[src/rtl/bp_pkg.sv]
`default_nettype none
// ============================================================================
// Module      : bp_pkg
// Description : Shared encodings for the branch predictor (counter states,
//               FSM states).
// Revision    : 1.0 - initial release
// ============================================================================
package bp_pkg;

    typedef enum logic [1:0] {
        SNT = 2'b00,
        WNT = 2'b01,
        WT  = 2'b10,
        ST  = 2'b11
    } cnt_e;

    typedef enum logic [0:0] {
        CLEAR = 1'b0,
        RUN   = 1'b1
    } state_e;

endpackage
`default_nettype wire

[src/rtl/sat_counter2.sv]
`default_nettype none
// ============================================================================
// Module      : sat_counter2
// Description : Next value of a 2-bit saturating branch counter.
// Revision    : 1.0 - initial release
// ============================================================================
module sat_counter2
    import bp_pkg::*;
(
    input  logic [1:0] cnt_i,
    input  logic       taken_i,
    input  logic       jump_i,
    output logic [1:0] cnt_o
);

    always_comb begin
        cnt_o = cnt_i;
        if (jump_i) begin
            cnt_o = ST;
        end else if (taken_i) begin
            if (cnt_i != ST) cnt_o = cnt_i + 2'd1;
        end else begin
            if (cnt_i != SNT) cnt_o = cnt_i - 2'd1;
        end
    end

endmodule
`default_nettype wire

[src/rtl/branch_predictor.sv]
`default_nettype none
// ============================================================================
// Module      : branch_predictor
// Description : Direct-mapped BTB with 2-bit counters, clear sweep and stats.
// Revision    : 1.0 - initial release
// ============================================================================
module branch_predictor
    import bp_pkg::*;
#(
    parameter int         DBITS     = 16,
    parameter int         ENTRIES   = 16,
    parameter logic [1:0] CNT_ALLOC = 2'b10
) (
    input  logic             clk,
    input  logic             reset,
    input  logic [DBITS-1:0] lk_pc,
    output logic             pred_taken,
    output logic [DBITS-1:0] pred_target,
    input  logic             upd_valid,
    input  logic [DBITS-1:0] upd_pc,
    input  logic             upd_taken,
    input  logic [DBITS-1:0] upd_target,
    input  logic             upd_jump,
    input  logic             upd_mispred,
    input  logic             inv,
    output logic             ready,
    output logic [DBITS-1:0] br_count,
    output logic [DBITS-1:0] mispred_count
);

    localparam int IDX  = $clog2(ENTRIES);
    localparam int TAGW = DBITS - IDX - 1;
    localparam logic [DBITS-1:0] C_ALL_ONES = {DBITS{1'b1}};

    state_e           state_q, state_d;
    logic [IDX-1:0]   sweep_q, sweep_d;

    logic             valid_q [ENTRIES];
    logic [TAGW-1:0]  tag_q   [ENTRIES];
    logic [DBITS-1:0] tgt_q   [ENTRIES];
    logic [1:0]       cnt_q   [ENTRIES];

    logic [DBITS-1:0] br_count_q, mispred_count_q;

    logic [IDX-1:0]   w_lk_idx, w_upd_idx;
    logic [TAGW-1:0]  w_lk_tag, w_upd_tag;
    logic             w_lk_hit, w_upd_hit, w_upd_acc;
    logic [1:0]       w_cnt_next;
    logic             w_unused_pc0;

    // Instructions are 2-byte aligned, so pc[0] never participates.
    assign w_unused_pc0 = lk_pc[0] ^ upd_pc[0];

    assign w_lk_idx  = lk_pc[IDX:1];
    assign w_lk_tag  = lk_pc[DBITS-1:IDX+1];
    assign w_upd_idx = upd_pc[IDX:1];
    assign w_upd_tag = upd_pc[DBITS-1:IDX+1];

    assign ready       = (state_q == RUN);
    assign w_lk_hit    = ready && valid_q[w_lk_idx] && (tag_q[w_lk_idx] == w_lk_tag);
    assign pred_taken  = w_lk_hit && cnt_q[w_lk_idx][1];
    assign pred_target = w_lk_hit ? tgt_q[w_lk_idx] : lk_pc + DBITS'(2);

    assign w_upd_hit = valid_q[w_upd_idx] && (tag_q[w_upd_idx] == w_upd_tag);
    // An update coinciding with inv is dropped along with the old contents.
    assign w_upd_acc = upd_valid && ready && !inv && !reset;

    sat_counter2 u_sat_counter2 (
        .cnt_i   (cnt_q[w_upd_idx]),
        .taken_i (upd_taken),
        .jump_i  (upd_jump),
        .cnt_o   (w_cnt_next)
    );

    always_comb begin
        state_d = state_q;
        sweep_d = sweep_q;
        case (state_q)
            CLEAR: begin
                sweep_d = sweep_q + IDX'(1);
                if (sweep_q == IDX'(ENTRIES - 1)) state_d = RUN;
            end
            RUN: begin
                if (inv) begin
                    state_d = CLEAR;
                    sweep_d = '0;
                end
            end
            default: state_d = CLEAR;
        endcase
    end

    always_ff @(posedge clk) begin
        if (reset) begin
            state_q <= CLEAR;
            sweep_q <= '0;
        end else begin
            state_q <= state_d;
            sweep_q <= sweep_d;
        end
    end

    always_ff @(posedge clk) begin
        if (!ready) begin
            valid_q[sweep_q] <= 1'b0;
            cnt_q[sweep_q]   <= WNT;
        end else if (w_upd_acc) begin
            if (w_upd_hit) begin
                tgt_q[w_upd_idx] <= upd_target;
                cnt_q[w_upd_idx] <= w_cnt_next;
            end else if (upd_taken) begin
                valid_q[w_upd_idx] <= 1'b1;
                tag_q[w_upd_idx]   <= w_upd_tag;
                tgt_q[w_upd_idx]   <= upd_target;
                cnt_q[w_upd_idx]   <= upd_jump ? 2'(ST) : CNT_ALLOC;
            end
        end
    end

    always_ff @(posedge clk) begin
        if (reset) begin
            br_count_q      <= '0;
            mispred_count_q <= '0;
        end else if (w_upd_acc) begin
            if (br_count_q != C_ALL_ONES) br_count_q <= br_count_q + DBITS'(1);
            if (upd_mispred && (mispred_count_q != C_ALL_ONES))
                mispred_count_q <= mispred_count_q + DBITS'(1);
        end
    end

    assign br_count      = br_count_q;
    assign mispred_count = mispred_count_q;

endmodule
`default_nettype wire

[config.mk]
export PLATFORM = sky130hd
export DESIGN_NAME = branch_predictor
export DESIGN_NICKNAME = d
export VERILOG_FILES = /design/src/rtl/bp_pkg.sv /design/src/rtl/sat_counter2.sv /design/src/rtl/branch_predictor.sv
export SDC_FILE = /design/constraint.sdc
export NUM_CORES = 1
export LEC_CHECK = 0
export ABC_AREA = 1
export CORE_ASPECT_RATIO = 0.5
export CORE_UTILIZATION = 35
export DETAILED_ROUTE_END_ITERATION = 8
export HOLD_SLACK_MARGIN = 0.06
export MAX_ROUTING_LAYER = met4
export SKIP_CTS_REPAIR_TIMING = 1
export SLEW_MARGIN = 20
export SYNTH_ARGS = -nofsm -noshare
export SYNTH_HDL_FRONTEND = slang
export SYNTH_SLANG_ARGS = --single-unit
[constraint.sdc]
create_clock -name clk -period 4.7 [get_ports clk]
set_clock_uncertainty 0.2 [all_clocks]
set_input_delay 0.94 -clock clk [delete_from_list [all_inputs] [get_ports clk]]
set_output_delay 0.94 -clock clk [all_outputs]
set_load 0.005 [all_outputs]
==> impl_metrics.yaml, run 1 <==
clocking:
  clock_sinks: 517
  cts_max_path_buffers: 3
  clock-root-buffer: "clkbuf_16"
  cts_buffers: 49
  cts_tree: "done"
  clk_pin_slew_ns: 0.06
  clk_latency_ns: 0.63
  htreeDepth: 2
yosys:
  synth_mux_area_share_pct: 0
  synth_area_um2: 24200
  synth_enable_flop_cells: 480
  syn_area_per_cell_um2: 9.78
  synth-xor-area-share_pct: 0.544
  synthSimpleGateAreaFrac_pct: 18.2
  yosys_most_used_dff: "edfxtp_1"
  async_flop_share_pct: 0
  synth_fp_nets: 2531
  synthDistinctLibCells: 47
  syn_inst: 2472
  synth_compound_area_share_pct: 13.1
  yosys_warnings: 0
  synth_seq_cells: 517
  synth-seq-area-share_pct: 62.7
  synth_fa_ha_area_share_pct: 0.207
  synth_top_family_by_area: "simple AND/OR/NAND/NOR gates"
timing:
  finalCritPeriodShare_pct: 101
  hold_viol: 0
  setup_viol: 4
  setup_ws_ns: -0.0430
  rsz0062_at_grt: "true"
  hold_slack_ns: 0.302
  timing.fmax_mhz: 211
  period_minus_slack_ns: 4.74
  worst_pin_slew_ns: 1.01
  slew_headroom_pct: 32.7
  slew_violations: 0
pwr:
  ir_worst_vdd_uv: 264
  p_total_w: 0.00984
  power_density_nw_per_um2: 337
  p_leak_nw: 10.7
worst_setup_path:
  crit_cells: 17
  slowest_delay_ns: 0.53
  r2r_end: "cnt_q[15][0]"
  cp_slowest_cell: "clkdlybuf4s50_1"
  ff2ff_path_depth: 17
  path_class: "primary input to primary output"
  r2r_start: "tag_q[4][5]"
  crit_required_ns: 3.56
  critPathTopFamily: "buffers and inverters"
  crit_path_end_kind: "primary output"
  crit_path_cell_trace: "buf_12, clkbuf_16, nor2_1, nor2_1, o21ai_1, o21ai_0, o211ai_1, nand3_1, nand2_1, o21ai_0, inv_1, nand4_1, nor2_2, nand2_2, buf_12, o21ai_1, clkdlybuf4s50_1"
  startpoint_type: "primary input"
  path_max_fanout: 25
  r2r_setup_slack_ns: 1.53
  crit_buf_inv: 5
  arrival_ns: 3.60
grt:
  grt_util_met2_pct: 32.7
  use_met1_pct: 27.6
  grt_start_max_net_pins: 78
  grt_pass1_wl_um: 108000
  gr-total-overflow: 0
  top_usage_layer: "met2"
  met3_usage_pct: 2.93
  antenna_found_initial: 1
  grt_usage_pct: 20.6
  grt_pass1_vias: 17937
layout:
  final_nets: 2714
  fin_area_um2: 29200
  final_cells: 3593
  syn2layout_area_growth_pct: 20.7
  fill_cells: 6238
  drive_gt1_share_pct: 11.6
placement:
  dpl_cell_area_um2: 27500
  place_ws_ns: -0.161
  dp.cells: 3499
  place.detailed.hpwl_um: 45000
  place.gp.congestion: 0.894
  numPortBuffers: 103
hold_path:
  hold_depth: 2
  hold_end: "br_count[1]"
  hold_start: "br_count[1]"
  hold_class: "register to register"
floorplanning:
  num_rows: 67
  die_h_um: 188
  io_pins: 105
  die_area_um2: 70200
  start_util_pct: 35.7
  coreArea_um2: 67700
  die_w_um: 374
flow_run:
  max_cap_viol_count: 0
routing:
  via_per_inst: 5.30
  wl_per_cell_um: 19.8
  num_vias: 19032
  routed_wl_um: 71000
  drt.antenna.violating_nets: 0
  drc: 0
  dr.first_iter.drc_count: 2104
  dr.pass1.iters: 8
status:
  violations: "setup timing"
  status: "finished, violations left"
cells by family after synthesis:
family / after synthesis
adders and majority gates: 4
AOI/OAI and AO/OA: 559
buffers and inverters: 291
and+or+nand+nor: 1086
xor gates and xnor gates: 15
DFF: 517
layer usage:
| metal | up-vias | part of all wire, % |
|---|---|---|
| met2 | 730 | 47 |
| met3 | 124 | 7.6 |
| met5 | - | 0 |
| met4 | 0 | 2.5 |
| met1 | 9180 | 43 |
| li1 | 8998 | - |
registers in the layout, summed over array words and instances (netlist names):
register / cells
mispred_count: 16
tag_q: 176
cnt_q: 32
br_count: 16
valid_q: 16
tgt_q: 256
ready: 1
sweep_q: 4
synth_stat cells, drive strengths merged (7+ instances only):
master,number,area [um^2]
dfxtp,37,741
nor4,8,65.1
edfxtp,480,14400
a21oi,86,430
nand2,606,2300
o221ai,23,201
nand4,16,100
o21ai,340,1720
nor2,313,1190
nand3,81,415
a31oi,9,56.3
buf,73,453
clkbuf,69,259
o22ai,45,282
a22oi,7,52.6
nor3,55,275
xor2,14,123
o211ai,15,113
a221oi,10,87.6
inv,144,543
worst max path at each step:
stage / startpoint / end
floorplan: upd_pc[1] / tgt_q[12][0]
finish: lk_pc[1] / pred_target[3]
detailed placement: lk_pc[4] / pred_target[4]
global placement: lk_pc[4] / pred_target[4]
CTS: lk_pc[4] / pred_target[4]
global route: lk_pc[1] / pred_target[14]
metrics by stage:
stage	util, %	TNS [ns]
final	43.1	-0.0927
after global routing	43.1	-1.63
after CTS	43.0	-1.38
after detailed placement	40.7	-1.10
after global placement	40.7	-1.02
after floorplan	-	0
worst min-delay path, stage by stage (launching register included):
cell and delay (ns):
dfxtp_1 0.33, inv_1 0.07, a21oi_1 0.06
layout make-up:
type                       instances  area, um^2  share of cell area (%)
antenna                            1        2.50                 0.00858
timing repair buffer             274        2800                    9.61
tap                              897        1120                    3.85
multi-input combinational       1664        7960                    27.3
sequential                       517       15200                    51.9
clock buffer                      63        1280                    4.38
clock inverter                    28         275                   0.943
inverter                         149         581                    1.99
placed cells by master (no fill, tap or decap), types with 39 or more instances in the layout:
cell type          n
clkbuf_16         50
nand2_1          600
edfxtp_1         480
nand3_1           77
buf_4            134
o22ai_1           45
nor2_1           305
clkdlybuf4s50_1   97
o21ai_0          294
inv_1            138
a21oi_1           86
o21ai_1           39
where the power goes:
group          total, W  switching [W]  leakage [nW]  internal (W)
combinational  0.000906       0.000586          5.23      0.000320
sequential      0.00503     0.00000525          4.69       0.00502
clock           0.00391        0.00180         0.743       0.00211
total           0.00984        0.00239          10.7       0.00746
No activity file was read; power rests on OpenSTA's default activity.
==> inputs of run 2 (changes only) <==
PLACE_DENSITY = 0.57   (was unset)
==> run 2 against run 1 <==
Against the previous run:
- the run now ends clean
- clock-buffer cell count shrank 8
- fmax grew 7.0%
- sequential cell count is the same
- global-route usage shrank 0.090 points
- total power grew 1.8%
- sequential share of layout area shrank 0.43 points
- worst setup slack gained 0.31 ns
- core utilization grew 0.36 points
- hold slack lost 0.010 ns
- critical path depth shrank 6
- non-clock buffer count grew 12
- first-iteration DRC count shrank 11%
- largest cell class unchanged
- largest power group unchanged
==> impl_metrics.yaml, run 2 (synthesis results as in run 1) <==
layout:
  multi_input_area_um2: 8010
  final_common_cell: "nand2_1"
  largest_reg_flops: 256
  most-common-layout-cells: "nand2_1 (597), edfxtp_1 (480), nor2_1 (303), o21ai_0 (294), buf_4 (147)"
  final_cells: 3603
  final_nets: 2726
  largest-register: "tgt_q"
  top_regs: "tgt_q: 256 flops, tag_q: 176 flops, cnt_q: 32 flops"
  fin_area_um2: 29400
  final-seq-area_um2: 15200
  drive_gt1_share_pct: 12.4
  fill_cells: 6281
  syn2layout_area_growth_pct: 21.7
placement:
  place.detailed.hpwl_um: 45300
  numPortBuffers: 103
  dp.cells: 3503
  place.gp.congestion: 0.876
  dpl_cell_area_um2: 27500
  place_ws_ns: -0.120
clocking:
  cts_max_path_buffers: 3
  htreeDepth: 2
  clock_sinks: 517
  clk_pin_slew_ns: 0.06
  cts_buffers: 49
  clock-root-buffer: "clkbuf_16"
  cts_tree: "done"
  clk_latency_ns: 0.60
routing:
  dr.pass1.iters: 7
  via_per_inst: 5.23
  num_vias: 18829
  drt.antenna.violating_nets: 0
  dr.first_iter.drc_count: 1863
  routed_wl_um: 71100
  wl_per_cell_um: 19.7
  drc: 0
hold_path:
  hold_class: "register to register"
grt:
  grt_start_max_net_pins: 114
  antenna_found_initial: 2
  grt_pass1_vias: 17766
  grt_usage_pct: 20.5
  grt_pass1_wl_um: 107000
  gr-total-overflow: 0
timing:
  period_minus_slack_ns: 4.43
  setup_viol: 0
  hold_viol: 0
  slew_violations: 0
  rsz0062_at_grt: "false"
  slew_headroom_pct: 42.5
  timing.fmax_mhz: 226
  finalCritPeriodShare_pct: 94.3
  worst_pin_slew_ns: 0.863
  setup_ws_ns: 0.266
worst_setup_path:
  crit_required_ns: 3.56
  path_class: "primary input to primary output"
  arrival_ns: 3.29
  startpoint_type: "primary input"
  crit_path_end_kind: "primary output"
  r2r_setup_slack_ns: 1.55
  path_max_fanout: 38
pwr:
  p_leak_nw: 10.9
  power_density_nw_per_um2: 341
  p_total_w: 0.0100
  ir_worst_vdd_uv: 295
floorplanning:
  start_util_pct: 35.7
  coreArea_um2: 67700
  die_w_um: 374
  die_h_um: 188
  die_area_um2: 70200
  num_rows: 67
  io_pins: 105
flow_run:
  max_cap_viol_count: 0
status:
  status: "complete, no violations"
-- run 2: changes by cell type in the layout (fill, tap and decap cells not counted), moves of 3 or more --
cell / previous run / this run
clkinv_1: 14 / 19
buf_4: 134 / 147
buf_12: 37 / 33
clkdlybuf4s50_1: 97 / 81
clkbuf_1: 14 / 6
bufinv_16: 3 / 7
nand2_1: 600 / 597
nand2_2: 4 / 7
dlymetal6s2s_1: 1 / 17
-- run 2: final timing paths --
kind                                  start               to  cells past startpoint
worst min register to register  br_count[1]      br_count[1]                      2
worst max-delay path               lk_pc[2]  pred_target[15]                     11
worst max register to register        ready      tgt_q[8][0]                     10
worst min-delay path            br_count[1]      br_count[1]                      2
-- run 2: layer usage --
layer  share of wire (%)  GRT usage, %  vias to the layer above
li1                    -             -                     9020
met1                  44          27.6                     9071
met2                  46          32.2                      623
met3                 7.2          3.33                      115
met4                 2.5          5.37                        0
met5                   0             -                        -
-- run 2: final cells by class --
class / instances / share of cell area (%)
Clock buffer: 55 / 4.24
Tap cell: 897 / 3.81
Clock inverter: 34 / 1.28
Inverter: 149 / 1.94
Multi-Input combinational cell: 1664 / 27.2
Sequential cell: 517 / 51.5
Timing Repair Buffer: 286 / 9.99
Antenna cell: 1 / 0.00851
-- run 2: worst max-delay path, stage by stage --
cell	delay, ns
buf_4	0.16
buf_12	0.16
buf_12	0.13
clkbuf_16	0.18
buf_4	0.29
o21ai_0	0.13
o221ai_1	0.15
a32o_1	0.27
a21oi_1	0.53
o21ai_1	0.15
dlymetal6s2s_1	0.18
-- run 2: power by group --
group / total, W / internal (W) / switching [W]
logic: 0.000912 / 0.000324 / 0.000588
registers: 0.00503 / 0.00502 / 0.00000538
clock network: 0.00408 / 0.00231 / 0.00177
-- run 2: stage by stage --
step / util [%] / hold slack (ns) / setup TNS, ns
after floorplan: - / 0.269 / 0
after global placement: 40.6 / 0.279 / -1.24
after detailed placement: 40.6 / 0.286 / -1.05
after CTS: 43.0 / 0.295 / -1.33
after global routing: 43.5 / 0.322 / 0
final: 43.5 / 0.292 / 0
